**config.mk**
```make
export PLATFORM = sky130hd
export DESIGN_NAME = wb_reg_slave_flat
export DESIGN_NICKNAME = d
export VERILOG_FILES = /design/src/rtl/wb_pkg.sv /design/src/rtl/wb_reg_slave_if.sv /design/src/rtl/wb_regbank.sv /design/src/rtl/wb_reg_slave.sv /design/src/flat_wrapper.sv
export SDC_FILE = /design/constraint.sdc
export NUM_CORES = 1
export LEC_CHECK = 0
export CORE_ASPECT_RATIO = 1.5
export CORE_MARGIN = 2
export CORE_UTILIZATION = 61
export CTS_CLUSTER_SIZE = 16
export DETAILED_ROUTE_END_ITERATION = 7
export PLACE_DENSITY = 0.83
export SLEW_MARGIN = 10
export SYNTH_ARGS = -nofsm -noshare
export SYNTH_HDL_FRONTEND = slang
export SYNTH_SLANG_ARGS = --single-unit
```
**constraint.sdc**
```tcl
create_clock -name i_clk -period 2.37 [get_ports i_clk]
set_clock_uncertainty 0.1 [all_clocks]
set_input_delay 0.3555 -clock i_clk [delete_from_list [all_inputs] [get_ports i_clk]]
set_output_delay 0.3555 -clock i_clk [all_outputs]
set_load 0.01 [all_outputs]
```
**src/rtl/wb_pkg.sv**
```systemverilog
// Shared Wishbone widths, response/state enums and the byte-lane merge helper
// for the wb_reg_slave register responder.
package wb_pkg;

  localparam int WB_AW   = 30;
  localparam int WB_DW   = 32;
  localparam int WB_SELW = 4;

  // Kind of completion pulse a response register holds
  typedef enum logic [1:0] {
    NONE,
    ACK,
    ERR
  } wb_resp_e;

  // Wait-state sequencer states (IDLE -> WAIT -> RESP -> IDLE)
  typedef enum logic [1:0] {
    ST_IDLE,
    ST_WAIT,
    ST_RESP
  } wb_wait_state_e;

  // Replace only the byte lanes whose select bit is set
  function automatic logic [WB_DW-1:0] wb_byte_merge(
    input logic [WB_DW-1:0]   old_val,
    input logic [WB_DW-1:0]   new_val,
    input logic [WB_SELW-1:0] sel
  );
    logic [WB_DW-1:0] res;
    res = old_val;
    for (int n = 0; n < WB_SELW; n++) begin
      if (sel[n]) res[8*n +: 8] = new_val[8*n +: 8];
    end
    return res;
  endfunction

endpackage

```
**src/rtl/wb_reg_slave_if.sv**
```systemverilog
// Wishbone B4 pipelined bus between the bus master and wb_reg_slave.
// Signal names are written from the responder's point of view (i_ = into
// the responder, o_ = out of it).
//
// Handshake: a request is taken on any rising edge where
// i_wb_cyc & i_wb_stb & !o_wb_stall. Every taken request is answered by
// exactly one single-cycle pulse of o_wb_ack or o_wb_err (never both), in
// request order. o_wb_data is meaningful only while o_wb_ack is high.
// Dropping i_wb_cyc abandons the cycle: outstanding responses are not driven.
interface wb_reg_slave_if;
  import wb_pkg::*;

  logic               i_wb_cyc;
  logic               i_wb_stb;
  logic               i_wb_we;
  logic [WB_AW-1:0]   i_wb_addr;
  logic [WB_DW-1:0]   i_wb_data;
  logic [WB_SELW-1:0] i_wb_sel;
  logic               o_wb_stall;
  logic               o_wb_ack;
  logic               o_wb_err;
  logic [WB_DW-1:0]   o_wb_data;

  modport slave (
    input  i_wb_cyc, i_wb_stb, i_wb_we, i_wb_addr, i_wb_data, i_wb_sel,
    output o_wb_stall, o_wb_ack, o_wb_err, o_wb_data
  );

  modport master (
    output i_wb_cyc, i_wb_stb, i_wb_we, i_wb_addr, i_wb_data, i_wb_sel,
    input  o_wb_stall, o_wb_ack, o_wb_err, o_wb_data
  );

endinterface

```
**src/rtl/wb_regbank.sv**
```systemverilog
// Register array for wb_reg_slave: byte-merged writes, read mux and the
// RW / read-only ID / invalid address decode. o_valid says whether the
// presented access (read or write) targets a legal location.
module wb_regbank
  import wb_pkg::*;
#(
  parameter int               NREGS    = 8,
  parameter logic [WB_DW-1:0] ID_VALUE = 32'h5742_0001
) (
  input  logic               i_clk,
  input  logic               i_reset_n,
  input  logic               i_wr_en,
  input  logic               i_is_write,
  input  logic [WB_AW-1:0]   i_addr,
  input  logic [WB_DW-1:0]   i_data,
  input  logic [WB_SELW-1:0] i_sel,
  output logic [WB_DW-1:0]   o_rdata,
  output logic               o_valid,
  output logic [7:0]         o_leds
);

  localparam logic [WB_AW-1:0] LP_ID_ADDR = WB_AW'(NREGS);

  logic [WB_DW-1:0] r_regs [NREGS];
  logic             w_is_rw;
  logic             w_is_id;

  assign w_is_rw = (i_addr < LP_ID_ADDR);
  assign w_is_id = (i_addr == LP_ID_ADDR);
  // The ID word is read-only, so a write there is as illegal as a bad address
  assign o_valid = w_is_rw | (w_is_id & ~i_is_write);
  assign o_leds  = r_regs[0][7:0];

  // Read mux: register contents or the ID constant; zero for writes/invalid
  always_comb begin
    o_rdata = '0;
    if (!i_is_write) begin
      if (w_is_id) o_rdata = ID_VALUE;
      for (int i = 0; i < NREGS; i++) begin
        if (i_addr == WB_AW'(i)) o_rdata = r_regs[i];
      end
    end
  end

  // Byte-lane write into the addressed RW register
  always_ff @(posedge i_clk or negedge i_reset_n) begin
    if (!i_reset_n) begin
      for (int i = 0; i < NREGS; i++) r_regs[i] <= '0;
    end else if (i_wr_en && w_is_rw) begin
      for (int i = 0; i < NREGS; i++) begin
        if (i_addr == WB_AW'(i)) r_regs[i] <= wb_byte_merge(r_regs[i], i_data, i_sel);
      end
    end
  end

endmodule

```
**src/rtl/wb_reg_slave.sv**
```systemverilog
// Wishbone B4 pipelined register responder. Owns the bus handshake, the
// optional wait-state sequencer and the registered ack/err/data response.
// Build option: define WB_SLAVE_WAIT_EN to insert WAIT_CYCLES stall cycles
// per access; otherwise a zero-wait, one-request-per-cycle responder is built.
module wb_reg_slave
  import wb_pkg::*;
#(
  parameter int               NREGS       = 8,
  parameter logic [WB_DW-1:0] ID_VALUE    = 32'h5742_0001,
  parameter int               WAIT_CYCLES = 2
) (
  input  logic           i_clk,
  input  logic           i_reset_n,
  wb_reg_slave_if.slave  wb,
  output logic [7:0]     o_leds,
  output wb_wait_state_e o_dbg_state
);

  logic               w_accept;
  logic               w_stall;
  logic               w_wr_en;
  logic               w_is_write;
  logic               w_load_resp;
  logic [WB_AW-1:0]   w_addr;
  logic [WB_DW-1:0]   w_wdata;
  logic [WB_SELW-1:0] w_sel;
  logic [WB_DW-1:0]   w_rdata;
  logic               w_valid;
  wb_resp_e           r_resp;
  logic [WB_DW-1:0]   r_data;

  assign w_accept      = wb.i_wb_cyc & wb.i_wb_stb & ~w_stall;
  assign wb.o_wb_stall = w_stall;
  // A dropped cyc masks the pulse on the very cycle it would be driven
  assign wb.o_wb_ack   = (r_resp == ACK) & wb.i_wb_cyc;
  assign wb.o_wb_err   = (r_resp == ERR) & wb.i_wb_cyc;
  assign wb.o_wb_data  = r_data;

`ifdef WB_SLAVE_WAIT_EN
  localparam logic [3:0] LP_WAIT = 4'(WAIT_CYCLES);

  wb_wait_state_e     r_state;
  wb_wait_state_e     w_state_next;
  logic [3:0]         r_cnt;
  logic [3:0]         w_cnt_next;
  logic               w_commit;
  logic               r_we;
  logic [WB_AW-1:0]   r_addr;
  logic [WB_DW-1:0]   r_wdata;
  logic [WB_SELW-1:0] r_sel;

  assign w_stall     = (r_state != ST_IDLE);
  assign o_dbg_state = r_state;
  assign w_addr      = r_addr;
  assign w_wdata     = r_wdata;
  assign w_sel       = r_sel;
  assign w_is_write  = r_we;
  assign w_wr_en     = w_commit & r_we;
  // The response is captured on the same edge the write commits
  assign w_load_resp = w_commit;

  // Sequencer state and wait counter
  always_ff @(posedge i_clk or negedge i_reset_n) begin
    if (!i_reset_n) begin
      r_state <= ST_IDLE;
      r_cnt   <= '0;
    end else begin
      r_state <= w_state_next;
      r_cnt   <= w_cnt_next;
    end
  end

  // Next state: count down the wait phase, abort if the master drops cyc
  always_comb begin
    w_state_next = r_state;
    w_cnt_next   = r_cnt;
    w_commit     = 1'b0;
    unique case (r_state)
      ST_IDLE: begin
        if (w_accept) begin
          w_state_next = ST_WAIT;
          w_cnt_next   = LP_WAIT;
        end
      end
      ST_WAIT: begin
        if (!wb.i_wb_cyc) begin
          w_state_next = ST_IDLE;
          w_cnt_next   = '0;
        end else begin
          w_cnt_next = r_cnt - 4'd1;
          if (r_cnt == 4'd1) begin
            w_commit     = 1'b1;
            w_state_next = ST_RESP;
          end
        end
      end
      ST_RESP: w_state_next = ST_IDLE;
      default: w_state_next = ST_IDLE;
    endcase
  end

  // Hold the accepted request for the duration of the wait phase
  always_ff @(posedge i_clk or negedge i_reset_n) begin
    if (!i_reset_n) begin
      r_we    <= 1'b0;
      r_addr  <= '0;
      r_wdata <= '0;
      r_sel   <= '0;
    end else if (w_accept) begin
      r_we    <= wb.i_wb_we;
      r_addr  <= wb.i_wb_addr;
      r_wdata <= wb.i_wb_data;
      r_sel   <= wb.i_wb_sel;
    end
  end
`else
  logic [3:0] w_unused_wait_cycles;

  assign w_unused_wait_cycles = 4'(WAIT_CYCLES);
  assign w_stall     = 1'b0;
  assign o_dbg_state = ST_IDLE;
  assign w_addr      = wb.i_wb_addr;
  assign w_wdata     = wb.i_wb_data;
  assign w_sel       = wb.i_wb_sel;
  assign w_is_write  = wb.i_wb_we;
  assign w_wr_en     = w_accept & wb.i_wb_we;
  assign w_load_resp = w_accept;
`endif

  // Register one response per accepted (or committed) request
  always_ff @(posedge i_clk or negedge i_reset_n) begin
    if (!i_reset_n) begin
      r_resp <= NONE;
      r_data <= '0;
    end else if (w_load_resp) begin
      r_resp <= w_valid ? ACK : ERR;
      r_data <= (w_valid && !w_is_write) ? w_rdata : '0;
    end else begin
      r_resp <= NONE;
      r_data <= '0;
    end
  end

  wb_regbank #(
    .NREGS    (NREGS),
    .ID_VALUE (ID_VALUE)
  ) u_regbank (
    .i_clk      (i_clk),
    .i_reset_n  (i_reset_n),
    .i_wr_en    (w_wr_en),
    .i_is_write (w_is_write),
    .i_addr     (w_addr),
    .i_data     (w_wdata),
    .i_sel      (w_sel),
    .o_rdata    (w_rdata),
    .o_valid    (w_valid),
    .o_leds     (o_leds)
  );

endmodule

```
**src/flat_wrapper.sv**
```systemverilog
// flat-port wrapper written by rule: the top's interface ports become plain ports
module wb_reg_slave_flat import wb_pkg::*;
#(
  parameter int               NREGS       = 8,
  parameter logic [WB_DW-1:0] ID_VALUE    = 32'h5742_0001,
  parameter int               WAIT_CYCLES = 2
)
  (i_clk, i_reset_n, o_leds, o_dbg_state, wb_i_wb_cyc, wb_i_wb_stb, wb_i_wb_we, wb_i_wb_addr, wb_i_wb_data, wb_i_wb_sel, wb_o_wb_stall, wb_o_wb_ack, wb_o_wb_err, wb_o_wb_data);
  wb_reg_slave_if wb_i ();
  input  logic i_clk;
  input  logic i_reset_n;
  output logic [7:0] o_leds;
  output wb_wait_state_e o_dbg_state;
  input wire logic [$bits(wb_i.i_wb_cyc)-1:0] wb_i_wb_cyc;
  input wire logic [$bits(wb_i.i_wb_stb)-1:0] wb_i_wb_stb;
  input wire logic [$bits(wb_i.i_wb_we)-1:0] wb_i_wb_we;
  input wire logic [$bits(wb_i.i_wb_addr)-1:0] wb_i_wb_addr;
  input wire logic [$bits(wb_i.i_wb_data)-1:0] wb_i_wb_data;
  input wire logic [$bits(wb_i.i_wb_sel)-1:0] wb_i_wb_sel;
  output wire logic [$bits(wb_i.o_wb_stall)-1:0] wb_o_wb_stall;
  output wire logic [$bits(wb_i.o_wb_ack)-1:0] wb_o_wb_ack;
  output wire logic [$bits(wb_i.o_wb_err)-1:0] wb_o_wb_err;
  output wire logic [$bits(wb_i.o_wb_data)-1:0] wb_o_wb_data;
  assign wb_i.i_wb_cyc = wb_i_wb_cyc;
  assign wb_i.i_wb_stb = wb_i_wb_stb;
  assign wb_i.i_wb_we = wb_i_wb_we;
  assign wb_i.i_wb_addr = wb_i_wb_addr;
  assign wb_i.i_wb_data = wb_i_wb_data;
  assign wb_i.i_wb_sel = wb_i_wb_sel;
  assign wb_o_wb_stall = wb_i.o_wb_stall;
  assign wb_o_wb_ack = wb_i.o_wb_ack;
  assign wb_o_wb_err = wb_i.o_wb_err;
  assign wb_o_wb_data = wb_i.o_wb_data;
  wb_reg_slave #(.NREGS(NREGS), .ID_VALUE(ID_VALUE), .WAIT_CYCLES(WAIT_CYCLES)) u_core (.i_clk(i_clk), .i_reset_n(i_reset_n), .wb(wb_i), .o_leds(o_leds), .o_dbg_state(o_dbg_state));
endmodule
```
==> results list <==
- Result of the run: complete, no violations
* Largest cells by area after synthesis: sky130_fd_sc_hd__dfrtp_1, sky130_fd_sc_hd__mux2_2, sky130_fd_sc_hd__mux2_4
- The initial utilization of the core area, before any placement, comes to 62.4%.
* CP most frequent cell: sky130_fd_sc_hd__buf_4
* Area of combinational cells with multiple inputs: 6030 um^2
- Final period util: 99.0%
* Port bufs: 112
- Of all nets on the critical path, the largest fanout is 8.
- The number of antenna violations at the first check in global routing came to 0.
- Standard cell with the maximum stage delay on the critical path: sky130_fd_sc_hd__clkdlybuf4s50_1
* FFs w/ async S/R, synth: 100%
* Vias/cell: 6.32
* Final weighted congestion of routability-driven global placement: 0.844
- Clock latency at the later pin of the worst-skew pair: 0.54 ns
* Sum of internal, switching and leakage power: 9.88 mW
* Power per cell area: 591 nW/um^2
- The floorplan step defined a core boundary enclosing 21700 um^2.
- For this run, the post-layout net count is 1215.
- Count of different cell masters after synthesis: 52
- Final wirelength: 33600 um
* Sequential standard cell area: 7260 um^2
* Sequence of cells on the critical path: clkdlybuf4s50_1 -> nor4_2 -> nand3_1 -> buf_6 -> nor4_4 -> buf_4 -> buf_12 -> buf_4 -> nand3_4 -> mux2_4
* Total of fill cells in the finished design: 1274
- Antenna-violating nets left: 0
* Fraction of the yosys area taken by sequential cells: 53.5%
- Commonest cells after routing, fill and taps aside: sky130_fd_sc_hd__dfrtp_1, sky130_fd_sc_hd__mux2_2, sky130_fd_sc_hd__clkdlybuf4s50_1
- H-tree Lvls: 1
* Overall routing resource usage: 28.5%
* Final global-route overflow total: 0
- Die Span X: 126 um
- Commonest non-fill, non-tap cell in the layout: sky130_fd_sc_hd__dfrtp_1
- Detailed routing inserted a total of 9066 vias.
- For this run, the number of Yosys warnings is 0.
- Drc violations: 0
- Total count of max-transition violations in the final report: 0
- Worst vdd ir: 0.000524 V
- Net switching power of the design: 2.22 mW
- The worst setup path is launched from an input pin.
* Top-level I/O count: 116
* Maximum number of buffers from clock root to sink: 3
- Net Sw Frac: 22.5%
* Die Span Y: 187 um
* Die Footprint: 23500 um^2
- Pin count of the biggest net entering global routing: 63
- Cell count after synthesis: 954
- Post-synth EDFFs: 0
- STA classifies the critical path endpoint as a flip-flop.
- In this run, the clock network consumes 43.1% of the power.
- Dividing the detail-routed wire length by the instance count gives 23.5 um.
- The clock period could shrink to 2.35 ns.
- The post-route netlist has 42.3% of its cells at a drive strength greater than 1.
- In this design, the stage delay of the slowest critical-path cell is 0.42 ns.
* Antenna Cells: 0
* Classification of the worst setup path: input pin to flip-flop
- Mean area per synthesized cell: 14.2 um^2
- Final setup violating endpoints: 0
* Max Clk Rate: 426 MHz
- Data on the critical path arrives at its endpoint at 2.66 ns.
* Clock-pin slew reported for the worst setup and hold paths after clock tree synthesis: 0.07 ns
* Number of global-route vias before repair: 9774
- The hold violation count in the final report was 0.
- CTS tree: done
- Summed over all instances, the cell type with the most area after synthesis is sky130_fd_sc_hd__dfrtp_1.
- Root buffer cell: sky130_fd_sc_hd__clkbuf_16
- Tracing the worst setup path back leads to its startpoint at wb_i_wb_addr[9].
- The synthesized design contains 290 register bits.
- Max-Cap Viols: 0
- Sequential fraction of design power: 50.1%
- The worst register-to-register path begins at u_core.u_regbank.r_regs[123].
- The path class of the tightest hold or removal check is input pin to asynchronous set/reset pin.
* First-pass GRT wire length: 53200 um
* Ys flop type: sky130_fd_sc_hd__dfrtp_1
- The initialized floorplan defines 66 standard-cell rows.
* Internal power component: 7.66 mW
- Summing every instance area after synthesis gives 13600 um^2.
- In this run, CTS created clock tree buffers numbering 26.
- Detailed placement finished with a half-perimeter wire length of 22000 um.
- In this run the static leakage power is 8.34 nW.
- CP Data Required Time: 2.68 ns
- For this design, the sink count on the clock tree is 290.
- Number of iterations in the first detailed-routing pass: 7
* Number of DRC markers in iteration 0: 596
- Area Overhead vs Synth: 23.2%
- Utilization after layout: 76.9%
- Combinational cells account for 6.8% of the total power.
- Top cell type's share of synthesized area: 53.5%
[power by group through the flow]
stage                     Clock [mW]  Combinational (mW)  Sequential [mW]
after floorplan                    0               0.235             5.04
after global placement             0               0.654             5.04
after detailed placement           0               0.662             5.04
after CTS                       4.31               0.669             4.95
after global routing            4.52               0.725             4.95
final                           4.26               0.675             4.95
[flip-flops by register name, indices dropped and copies added, names as in the netlist]
| signal | cells |
|---|---|
| u_core.r_resp | 2 |
| u_core.wb.o_wb_data | 32 |
| u_core.u_regbank.r_regs | 248 |
| u_core.u_regbank.o_leds | 8 |
[per-stage QoR]
step	setup WS (ns)	TNS (ns)	hold slack (ns)	cell area [um^2]	instances
after CTS	0.0293	0	0.256	16600	1428
after global placement	-0.436	-98.08	0.221	15700	1381
final	0.0245	0	0.249	16700	1434
after floorplan	0.0147	0	-0.0401	13600	956
after global routing	-0.0873	-4.73	0.284	16700	1434
after detailed placement	-0.500	-110.74	0.223	15700	1381
[metal layers]
layer  GRT usage [%]  part of all wire [%]  wire [um]  vias to the layer above
met1            37.0                    39      13100                     4694
met2            48.5                    51      17200                      350
li1                -                     -          -                     3929
met4            10.9                   3.7       1250                        0
met3            4.67                   6.2       2090                       93
met5               0                     0          0                        -
[logic make-up after synthesis]
group           Yosys count  share of synthesized area [%]
compound gates          156                           7.84
simple gates            115                           6.52
flops                   290                           53.5
other cells               1                         0.0277
buf+inv                  65                           2.46
mux                     327                           29.6
[path summary, 6_finish.rpt]
kind | endpoint | slack (ns) | cells after the start
max | u_core.u_regbank.r_regs[70] | 0.02 | 10
min | u_core.u_regbank.r_regs[13] | 0.25 | 2
max reg2reg | u_core.wb.o_wb_data[27] | 0.80 | 5
min reg2reg | u_core.u_regbank.r_regs[174] | 0.40 | 1
max in group asynchronous | u_core.wb.o_wb_data[28] | 1.09 | 3
min in group i_clk | u_core.u_regbank.r_regs[31] | 0.39 | 4
[critical path, delay by kind of cell]
family	cells	cell delay [ns]
mux	1	0.36
simple gates	4	0.90
buf+inv	5	1.02
[final cells by class]
| type | count | area share (%) |
|---|---|---|
| Clock buffer | 37 | 4.57 |
| Sequential cell | 290 | 43.4 |
| Multi-Input combinational cell | 601 | 36.1 |
| Clock inverter | 9 | 0.569 |
| Tap cell | 272 | 2.04 |
| Timing Repair Buffer | 219 | 13.2 |
| Inverter | 6 | 0.135 |
[synth_stat cells, drive strengths merged, types with 3 or more instances]
cell type	count
mux2	286
nor4	8
o211a	24
dfrtp	290
nand2b	5
inv	5
clkbuf	20
mux2i	27
a31oi	3
o21ai	34
nand4	5
nor2	15
buf	39
a21oi	21
nor3	14
o22a	13
nor2b	6
a211oi	3
nand3	19
mux4	14
o22ai	44
nand2	34
a221oi	4
and3	3
[repair_timing]
| action | in CTS | in global routing |
|---|---|---|
| hold endpoints to repair | 56 | 0 |
| setup buffers | 0 | 5 |
| hold buffers | 1 | 0 |
| gates resized for setup | 0 | 13 |
| endpoints found under the setup margin | 0 | 115 |
Power figures use the tool's default switching activity.
